$ cat src/rtl/cmd_decode_seq.sv
// Command decoder: buffers {opcode, modifier} words in a small FIFO and issues each
// as a registered one-hot strobe, replaying burst-class opcodes for modifier+1 beats.
module cmd_decode_seq #(
  parameter int                  OP_W         = 4,
  parameter int                  MOD_W        = 4,
  parameter int                  DEPTH        = 4,
  parameter logic [2**OP_W-1:0]  ILLEGAL_MASK = '0,
  parameter int                  BURST_MSB    = 1
) (
  input  logic                   clock,
  input  logic                   reset_n,
  input  logic                   in_valid,
  output logic                   in_ready,
  input  logic [OP_W+MOD_W-1:0]  in_cmd,
  output logic                   out_valid,
  input  logic                   out_ready,
  output logic [2**OP_W-1:0]     out_strobe,
  output logic [MOD_W-1:0]       out_mod,
  output logic                   out_last,
  output logic                   err_illegal,
  input  logic                   clr_err,
  output logic [15:0]            cmd_count
);

  localparam int NS = 2**OP_W;
  localparam int CW = OP_W + MOD_W;
  localparam int AW = $clog2(DEPTH);

  typedef enum logic [1:0] {IDLE, ISSUE, BURST} state_t;

  state_t              state_reg, state_next;
  logic [AW:0]         wr_ptr_reg, rd_ptr_reg, wr_ptr_next, rd_ptr_next;
  logic [AW:0]         occ, occ_next;
  logic                pushed_last_reg;
  logic                in_ready_reg;
  logic                out_valid_reg, valid_next;
  logic [NS-1:0]       strobe_reg, strobe_next;
  logic [MOD_W-1:0]    mod_reg, mod_next;
  logic                last_reg, last_next;
  logic [MOD_W-1:0]    beat_reg, beat_next;
  logic                err_reg, err_next;
  logic [15:0]         cnt_reg, cnt_next;

  logic [CW-1:0]       mem [DEPTH];
  logic [CW-1:0]       head;
  logic [OP_W-1:0]     head_op;
  logic [MOD_W-1:0]    head_mod;
  logic [NS-1:0]       dec;
  logic                head_nop, head_ill, head_burst;
  logic                push, pop, done, avail;

  assign push     = in_valid & in_ready_reg;
  assign occ      = wr_ptr_reg - rd_ptr_reg;
  // A word becomes poppable one edge after it was written, giving the two-edge latency.
  assign avail    = occ > {{AW{1'b0}}, pushed_last_reg};

  assign head     = mem[rd_ptr_reg[AW-1:0]];
  assign head_op  = head[CW-1:MOD_W];
  assign head_mod = head[MOD_W-1:0];

  generate
    for (genvar gi = 0; gi < NS; gi++) begin : g_dec
      assign dec[gi] = (head_op == OP_W'(gi));
    end
  endgenerate

  assign head_nop   = dec[0];
  assign head_ill   = |(dec & ILLEGAL_MASK);
  assign head_burst = (BURST_MSB != 0) && head_op[OP_W-1] && (head_mod != '0);

  always_ff @(posedge clock) begin
    if (push) mem[wr_ptr_reg[AW-1:0]] <= in_cmd;
  end

  always_comb begin
    state_next  = state_reg;
    valid_next  = out_valid_reg;
    strobe_next = strobe_reg;
    mod_next    = mod_reg;
    last_next   = last_reg;
    beat_next   = beat_reg;
    pop         = 1'b0;
    done        = 1'b0;
    case (state_reg)
      IDLE: pop = avail;
      ISSUE: begin
        if (out_ready) begin
          done = 1'b1;
          pop  = avail;
          if (!avail) begin
            state_next  = IDLE;
            valid_next  = 1'b0;
            strobe_next = '0;
            last_next   = 1'b0;
          end
        end
      end
      BURST: begin
        if (out_ready) begin
          if (beat_reg == MOD_W'(1)) begin
            last_next  = 1'b1;
            state_next = ISSUE;
          end else begin
            beat_next = beat_reg - MOD_W'(1);
          end
        end
      end
      default: state_next = IDLE;
    endcase
    // Popped NOP/illegal words are dropped and leave the output idle.
    if (pop) begin
      if (head_nop || head_ill) begin
        state_next  = IDLE;
        valid_next  = 1'b0;
        strobe_next = '0;
        last_next   = 1'b0;
      end else begin
        valid_next  = 1'b1;
        strobe_next = dec;
        mod_next    = head_mod;
        if (head_burst) begin
          state_next = BURST;
          beat_next  = head_mod;
          last_next  = 1'b0;
        end else begin
          state_next = ISSUE;
          last_next  = 1'b1;
        end
      end
    end
  end

  assign wr_ptr_next = wr_ptr_reg + {{AW{1'b0}}, push};
  assign rd_ptr_next = rd_ptr_reg + {{AW{1'b0}}, pop};
  assign occ_next    = wr_ptr_next - rd_ptr_next;
  assign err_next    = (pop & ~head_nop & head_ill) | (err_reg & ~clr_err);
  assign cnt_next    = cnt_reg + {15'd0, done} + {15'd0, pop & head_nop};

  always_ff @(posedge clock or negedge reset_n) begin
    if (!reset_n) begin
      state_reg       <= IDLE;
      wr_ptr_reg      <= '0;
      rd_ptr_reg      <= '0;
      pushed_last_reg <= 1'b0;
      in_ready_reg    <= 1'b1;
      out_valid_reg   <= 1'b0;
      strobe_reg      <= '0;
      mod_reg         <= '0;
      last_reg        <= 1'b0;
      beat_reg        <= '0;
      err_reg         <= 1'b0;
      cnt_reg         <= '0;
    end else begin
      state_reg       <= state_next;
      wr_ptr_reg      <= wr_ptr_next;
      rd_ptr_reg      <= rd_ptr_next;
      pushed_last_reg <= push;
      in_ready_reg    <= (occ_next != (AW+1)'(DEPTH));
      out_valid_reg   <= valid_next;
      strobe_reg      <= strobe_next;
      mod_reg         <= mod_next;
      last_reg        <= last_next;
      beat_reg        <= beat_next;
      err_reg         <= err_next;
      cnt_reg         <= cnt_next;
    end
  end

  assign in_ready    = in_ready_reg;
  assign out_valid   = out_valid_reg;
  assign out_strobe  = strobe_reg;
  assign out_mod     = mod_reg;
  assign out_last    = last_reg;
  assign err_illegal = err_reg;
  assign cmd_count   = cnt_reg;

endmodule

$ cat config.mk
export PLATFORM = sky130hd
export DESIGN_NAME = cmd_decode_seq
export DESIGN_NICKNAME = d
export VERILOG_FILES = /design/src/rtl/cmd_decode_seq.sv
export SDC_FILE = /design/constraint.sdc
export NUM_CORES = 1
export LEC_CHECK = 0
export CORE_ASPECT_RATIO = 0.9
export CORE_MARGIN = 2
export CORE_UTILIZATION = 55
export CTS_CLUSTER_SIZE = 20
export DETAILED_ROUTE_END_ITERATION = 6
export GPL_ROUTABILITY_DRIVEN = 0
export PLACE_DENSITY = 0.83
export SLEW_MARGIN = 20
export SYNTH_ARGS = -nofsm -noshare
export SYNTH_HDL_FRONTEND = slang
export SYNTH_SLANG_ARGS = --single-unit
$ cat constraint.sdc
create_clock -name clock -period 9.8 [get_ports clock]
set_input_delay 1.96 -clock clock [delete_from_list [all_inputs] [get_ports clock]]
set_output_delay 1.96 -clock clock [all_outputs]
set_load 0.1 [all_outputs]
# After elaboration in Yosys (flattened, before gate mapping)
# Memory sizes are Yosys's and may differ from the RTL's.
# Index checks and enable logic that the tools add are counted.
# Widths: inputs -> output; s select.
[op_classes] mux=36 order_cmp=1 eq_ne=25 n_bitwise=5 n_addsub=7 reduce_logical=11
[ops] operator="$mux 16" count=5
[ops] operator="$add 16x1->16" count=2
[ops] operator="$eq 4x4->1 const B" count=8
[ops] operator="$mux 4" count=6
[ops] operator="$eq 4x3->1 const B" count=4
[ops] operator="$mux 1" count=15
[ops] operator="$ne 3x3->1 const B" count=5
[ops] operator="$mux 2" count=7
[ops] operator="$reduce_and 5->1" count=2
[ops] operator="$eq 4x1->1 const B" count=2
[ops] operator="$eq 4x2->1 const B" count=2
[ops] operator="$add 3x1->3" count=2
[ops] operator="$pmux 2 s3" count=1
[ops] operator="$sub 3x3->3" count=2
[ops] operator="$logic_not 4->1" count=1
[ops] operator="$ne 2x2->1 const B" count=2
[ops] operator="$pmux 1 s2" count=2
[ops] operator="$reduce_bool 2->1" count=2
[ops] operator="$reduce_bool 4->1" count=1
[ops] operator="$sub 4x1->4 const B" count=1
[ops] operator="$and 1x1->1" count=3
[ops] operator="$gt 3x1->1" count=1
[ops] operator="$reduce_and 3->1" count=1
[ops] operator="$reduce_bool 3->1" count=1
[ops] operator="other kinds (6)" count=7
[word_totals] n_memories=1 reg_bits=53 ram_bits=32 out_inout_bits=40
[memory_table] name="mem" words=4 width=8 rd=1 rd_clocked_by_memory_dff=0 wr=1 line="44" text="logic [CW-1:0] mem [DEPTH];"

# Logic depth before layout (Yosys ltp)
# Gate-level depths: netlist of run 1.
[logic_depth] word_depth=7 ltp_mapped=14

# Worst setup path after synthesis of run 1
# No wires, ideal clock.
[synth_path] path_type="input -> register" startpoint="input port out_ready" endpoint="register cnt_reg[8] (netlist: cmd_count[8])" slack_ns=5.898 setup_time_ns=0.158 cell_stages=11 arrival_ns=3.744 cell_sequence="nand2b_1 > o211ai_4 > inv_1 > nand3_1 > fa_1 > inv_1 > ha_1 > nand3_1 > nor2_1 > nand4_1 > xnor2_1"
[synth_via] elab_chain_cells=4
[synth_rtl] item="start: declaration" line="16" text="input logic out_ready,"
[synth_rtl] item="$mux 1" line="87" text="if (out_ready) begin"
[synth_rtl] item="$mux 1 or $pmux 1 s2 (tied branches)" line="84" text="case (state_reg)"
[synth_rtl] item="$add 16x1->16 or $and 1x1->1 (tied branches)" line="137" text="assign cnt_next = cnt_reg + {15'd0, done} + {15'd0, pop & head_nop};"
[synth_rtl] item="$add 16x1->16 (*)" line="137"
[synth_rtl] item="named net cnt_next[8]" line="42" text="logic [15:0] cnt_reg, cnt_next;"
[synth_rtl] item="end signal: assignment" line="165" text="cnt_reg <= cnt_next;"
[synth_rtl] item="end: declaration" line="42"
# Mark *: on every way through the listed nets, which the timed path passes. The rest lies on a longest branch.
# A chain may end at the register's enable or synchronous reset.

# Worst setup path in the final report of run 1
# Same ends and word-level chain as after synthesis.

==> flow_summary.toml, run 1 <==
[outcome]
status = "completed"

[timing]
finalMaxSlewViolations = 0
finalClockSkew_ns = 0.00805
timing.slew.headroom_pct = 34.5
tightestPinTransition_ns = 0.979
min_period_ns = 4.41
setup_ws_ns = 5.39
fmax_mhz = 227
fin_setup_tns_ns = 0
setup_viol = 0
rsz0062_at_grt = "no"
fin_crit_sh_pct = 45.0
hold_viol = 0

[clock_network]
ctsResizeCount = 0
cts_buffer_depth = 2
clkSinkCount = 84
clock_latency_ns = 0.36
ctsHtreeMaxLevel = 3
cts_tree = "yes"
clkTransAtPathRegs_ns = 0.08
cts_hold_buffers = 0
cts-root-buf = "clkbuf_8"
post_cts_buffers = 0
cts_buffers = 9

[synth]
synth_area_leaders = "dfrtp_1, edfxtp_1, ha_1"
syn_area_per_cell_um2 = 14.3
ys_ff_latch = 84
synth_top_area_share_pct = 35.0
ys_warn_count = 0
synth.distinct_cells = 46
ys_seq_area_share_pct = 62.1
netlist_area_um2 = 3640
synthFlopType = "dfrtp_1"
synth_largest_area_cell = "dfrtp_1"
synth_edf_count = 32
syn_nets = 281
synthArstFlopShare_pct = 61.9
synthCells = 255

[drt]
firstDrtPassIters = 4
routed_wl_um = 6700
route.detailed.drc = 0
vias = 2237
post_drt_wl_per_cell_um = 16.3
via_per_inst = 5.43
detail-route-antenna-nets = 0
drt_iter0_drc = 135

[setup_path]
crit_buf_inv = 3
worstPathArrival_ns = 4.66
reg2reg_from = "rd_ptr_reg[0]"
crit_end = "cmd_count[8]"
rr_worst_depth = 13
startpoint_type = "input pin"
r2r_end = "cmd_count[8]"
cp_max_fo = 8
reg2reg_slack_ns = 5.85
crit_cells = 12
crit_chain = "clkdlybuf4s50_1 -> nand2b_1 -> o211ai_4 -> inv_1 -> nand3_1 -> fa_1 -> inv_1 -> ha_1 -> nand3_1 -> nor2_1 -> nand4_1 -> xnor2_1"
cp.required_ns = 10.05
end_kind = "flop"
slowest_delay_ns = 0.57
critPathLaunch = "out_ready"
critical_path.top_delay_family = "simple AND/OR/NAND/NOR gates"
slowest_stage = "clkdlybuf4s50_1"
critical_path_class = "input pin to flop"

[placed_design]
port_buffers = 51
dp_hpwl_um = 4870
pre_cts_ws_ns = 5.16
placed_cell_area_um2 = 4270

[global_routing]
grt-ovfl-total = 0
met1_usage_pct = 24.3
busiest_layer = "met2"
grt_pass1_vias = 2365
grt_pass1_wl_um = 11400
grt_max_degree = 53
antenna_found_initial = 0
grt_use_total_pct = 20.6
grtUsageMet2_pct = 36.2
grt_use_met3_pct = 5.57

[finish]
syn2layout_area_growth_pct = 24.1
largest_reg_flops = 32
num-fill-cells = 447
final_nets = 343
n_antenna_cell = 0
final_area_um2 = 4520
drive_above_1_share_pct = 12.1

[floorplanning]
initial_core_util_pct = 56.2
die-area_um2 = 7290
rows = 28
fp.dieW_um = 89.8
die_h_um = 81.2
core-area_um2 = 6480
io_pins = 53

[flow_run]
maxCapViolations = 0

[hold_path]
min_path_type = "flop to flop"
hp-start = "cmd_count[15]"
-- how the worst min path moves through the flow --
stage | end | slack, ns | cells after the start
after floorplan | rd_ptr_reg[2] | 0.48 | 1
after global placement | cmd_count[15] | 0.46 | 1
after detailed placement | cmd_count[15] | 0.46 | 1
after CTS | cmd_count[15] | 0.47 | 1
after global routing | cmd_count[15] | 0.48 | 1
final | cmd_count[15] | 0.47 | 1
-- layout by cell type, fill, tap and decap left out, types with 5 or more instances in the layout --
cell,netlist,routed
dfrtp_1,51,51
clkdlybuf4s50_1,0,50
edfxtp_1,32,32
inv_1,17,17
nand2_1,17,17
o21ai_0,11,11
xnor2_1,11,11
ha_1,11,11
clkbuf_8,0,10
nor2_1,9,9
nand2b_1,8,8
a22o_1,8,8
xor2_1,7,7
nand3_1,6,6
nor3_1,6,6
mux2_2,5,5
buf_4,1,5
-- per-layer routing --
| metal | part of all wire [%] | vias up |
|---|---|---|
| li1 | - | 1047 |
| met1 | 42 | 1116 |
| met2 | 51 | 64 |
| met3 | 5.5 | 10 |
| met4 | 1.5 | 0 |
| met5 | 0 | - |
-- per-stage QoR --
step           utilization, %  hold slack (ns)  std cells
2_1_floorplan               -            0.482        255
3_3_place_gp             65.8            0.461        396
3_5_place_dp             65.8            0.462        396
4_1_cts                  69.6            0.474        412
5_1_grt                  69.8            0.483        412
6_report                 69.8            0.469        412
-- synthesized netlist by cell type (2+ instances only) --
cell,instances
nand3_1,6
mux2_2,5
o31ai_1,2
o21ai_0,11
o32a_1,2
xnor2_1,11
xor2_1,7
ha_1,11
nand2b_1,8
nor3b_1,3
inv_1,17
edfxtp_1,32
nor2b_1,4
a21o_1,2
nor3_1,6
mux4_2,4
a22o_1,8
nor2_1,9
nand3b_1,2
clkbuf_1,2
mux2_4,4
mux4_1,4
nor4_1,4
fa_1,2
nand4_1,2
dfrtp_1,51
nand2_1,17
-- cell families after synthesis --
group	Yosys count	share of synthesized area, %
flops	84	62.1
simple gates	67	9.82
compound gates	32	6.94
buf+inv	22	2.61
xor+xnor	19	4.98
mux	17	8.55
fa+ha+maj	13	4.88
other cells	1	0.103
-- cell type report --
type | instances | area, um2 | share of cell area [%]
Timing Repair Buffer | 56 | 543 | 12.0
Inverter | 17 | 63.8 | 1.41
Clock inverter | 4 | 77.6 | 1.72
Clock buffer | 12 | 166 | 3.68
Multi-Input combinational cell | 149 | 1290 | 28.6
Sequential cell | 84 | 2260 | 50.1
Tap cell | 90 | 113 | 2.49
Power of run 1 is not shown: default switching activity piles up to over one toggle a cycle in this logic, so the estimate is an artifact.
==> run 2, diff against run 1 <==
CORE_UTILIZATION = 49   (was 55)
PLACE_DENSITY = 0.78   (was 0.83)
clock period = 3.7 ns   (was 9.8 ns; I/O delays follow)
==> flow_summary.toml, run 2 (synthesis results as in run 1) <==
[outcome]
status = "completed"

[placed_design]
port_buffers = 51
dp_hpwl_um = 4750
pre_cts_ws_ns = 0.304

[clock_network]
cts_buffer_depth = 2
clkTransAtPathRegs_ns = 0.08
clkSinkCount = 84
ctsHtreeMaxLevel = 3
cts_buffers = 9
cts_tree = "yes"
clock_latency_ns = 0.35
cts-root-buf = "clkbuf_8"
post_cts_buffers = 0

[drt]
vias = 2214
wl_met2_um = 3320
firstDrtPassIters = 4
wl_met3_um = 195
post_drt_wl_per_cell_um = 15.7
routed.top_layer = "met4"
via_per_inst = 5.27
wl_met1_um = 2970
routed_wl_um = 6590
route.detailed.drc = 0
detail-route-antenna-nets = 0
drt_iter0_drc = 90

[timing]
setup_ws_ns = 0.304
tightestPinTransition_ns = 0.977
finalClockSkew_ns = 0.00674
setup_viol = 0
fmax_mhz = 294
timing.slew.headroom_pct = 34.7
finalMaxSlewViolations = 0
rsz0062_at_grt = "no"
holdWs_ns = 0.371
fin_setup_tns_ns = 0
hold_viol = 0
fin_crit_sh_pct = 91.8
min_period_ns = 3.40

[finish]
layout.area.seq_um2 = 2260
layout_commonest_cell = "dfrtp_1"
final_nets = 348
syn2layout_area_growth_pct = 24.9
final_cell_mix = "dfrtp_1, clkdlybuf4s50_1, edfxtp_1"
n_antenna_cell = 0
largest_reg_flops = 32
multi_input_area_um2 = 1290
drive_above_1_share_pct = 13.8
num-fill-cells = 530

[hold_path]
min_path_type = "input pin to asynchronous set/reset pin"

[setup_path]
end_kind = "flop"
cp_max_fo = 6
cp.required_ns = 3.97
worstPathArrival_ns = 3.67
startpoint_type = "flop"
critical_path_class = "flop to flop"

[global_routing]
grt_use_total_pct = 17.9
grt-ovfl-total = 0
grt_max_degree = 44
grt_pass1_vias = 2302
antenna_found_initial = 0
grt_pass1_wl_um = 10900

[floorplanning]
die-area_um2 = 8140
core-area_um2 = 7110
io_pins = 53
initial_core_util_pct = 51.2
rows = 29
fp.dieW_um = 94.9
die_h_um = 85.8

[flow_run]
maxCapViolations = 0
run 2: routing by layer:
metal,vias up,global-route usage (%)
met5,-,0
met4,0,6.72
met3,10,4.48
met2,35,29.9
met1,1111,22.6
li1,1058,-
run 2: critical path, cell delays in order, from the launching register on:
cell      delay [ns]
dfrtp_1         0.41
inv_1           0.11
ha_1            0.22
fa_1            0.35
xor3_1          0.53
o211ai_4        0.11
inv_1           0.08
nand3_1         0.09
fa_1            0.43
nor2b_1         0.18
nand4_1         0.29
nor4_2          0.36
xor2_1          0.16
run 2: final timing paths:
kind                               start             to  slack [ns]  depth (start not counted)
max                        wr_ptr_reg[0]  cmd_count[15]        0.30                         12
min reg2reg                cmd_count[15]  cmd_count[15]        0.48                          1
max reg2reg                wr_ptr_reg[0]  cmd_count[15]        0.30                         12
max in group asynchronous        reset_n  rd_ptr_reg[1]        2.63                          3
min in group clock         cmd_count[15]  cmd_count[15]        0.48                          1
min                              reset_n     out_mod[1]        0.37                          1
run 2: cell type report:
class / instances / share of cell area [%]
multi-input cells: 149 / 28.4
clock buffers: 10 / 2.80
inverters: 17 / 1.40
repair buffers: 61 / 13.2
clock inverters: 6 / 1.92
well taps: 93 / 2.56
flip-flops and latches: 84 / 49.7
run 2: timing repair:
item	CTS	global route
hold buffers	0	0
resized for setup	0	2
endpoints found under the setup margin	0	2
run 2: metrics by stage:
stage | util, % | area, um2 | instances
after floorplan | - | 3640 | 255
after global placement | 60.5 | 4300 | 403
after detailed placement | 60.5 | 4300 | 403
after CTS | 63.5 | 4520 | 419
after global routing | 64.0 | 4550 | 420
final | 64.0 | 4550 | 420
Power of run 2 is left out for the same reason.
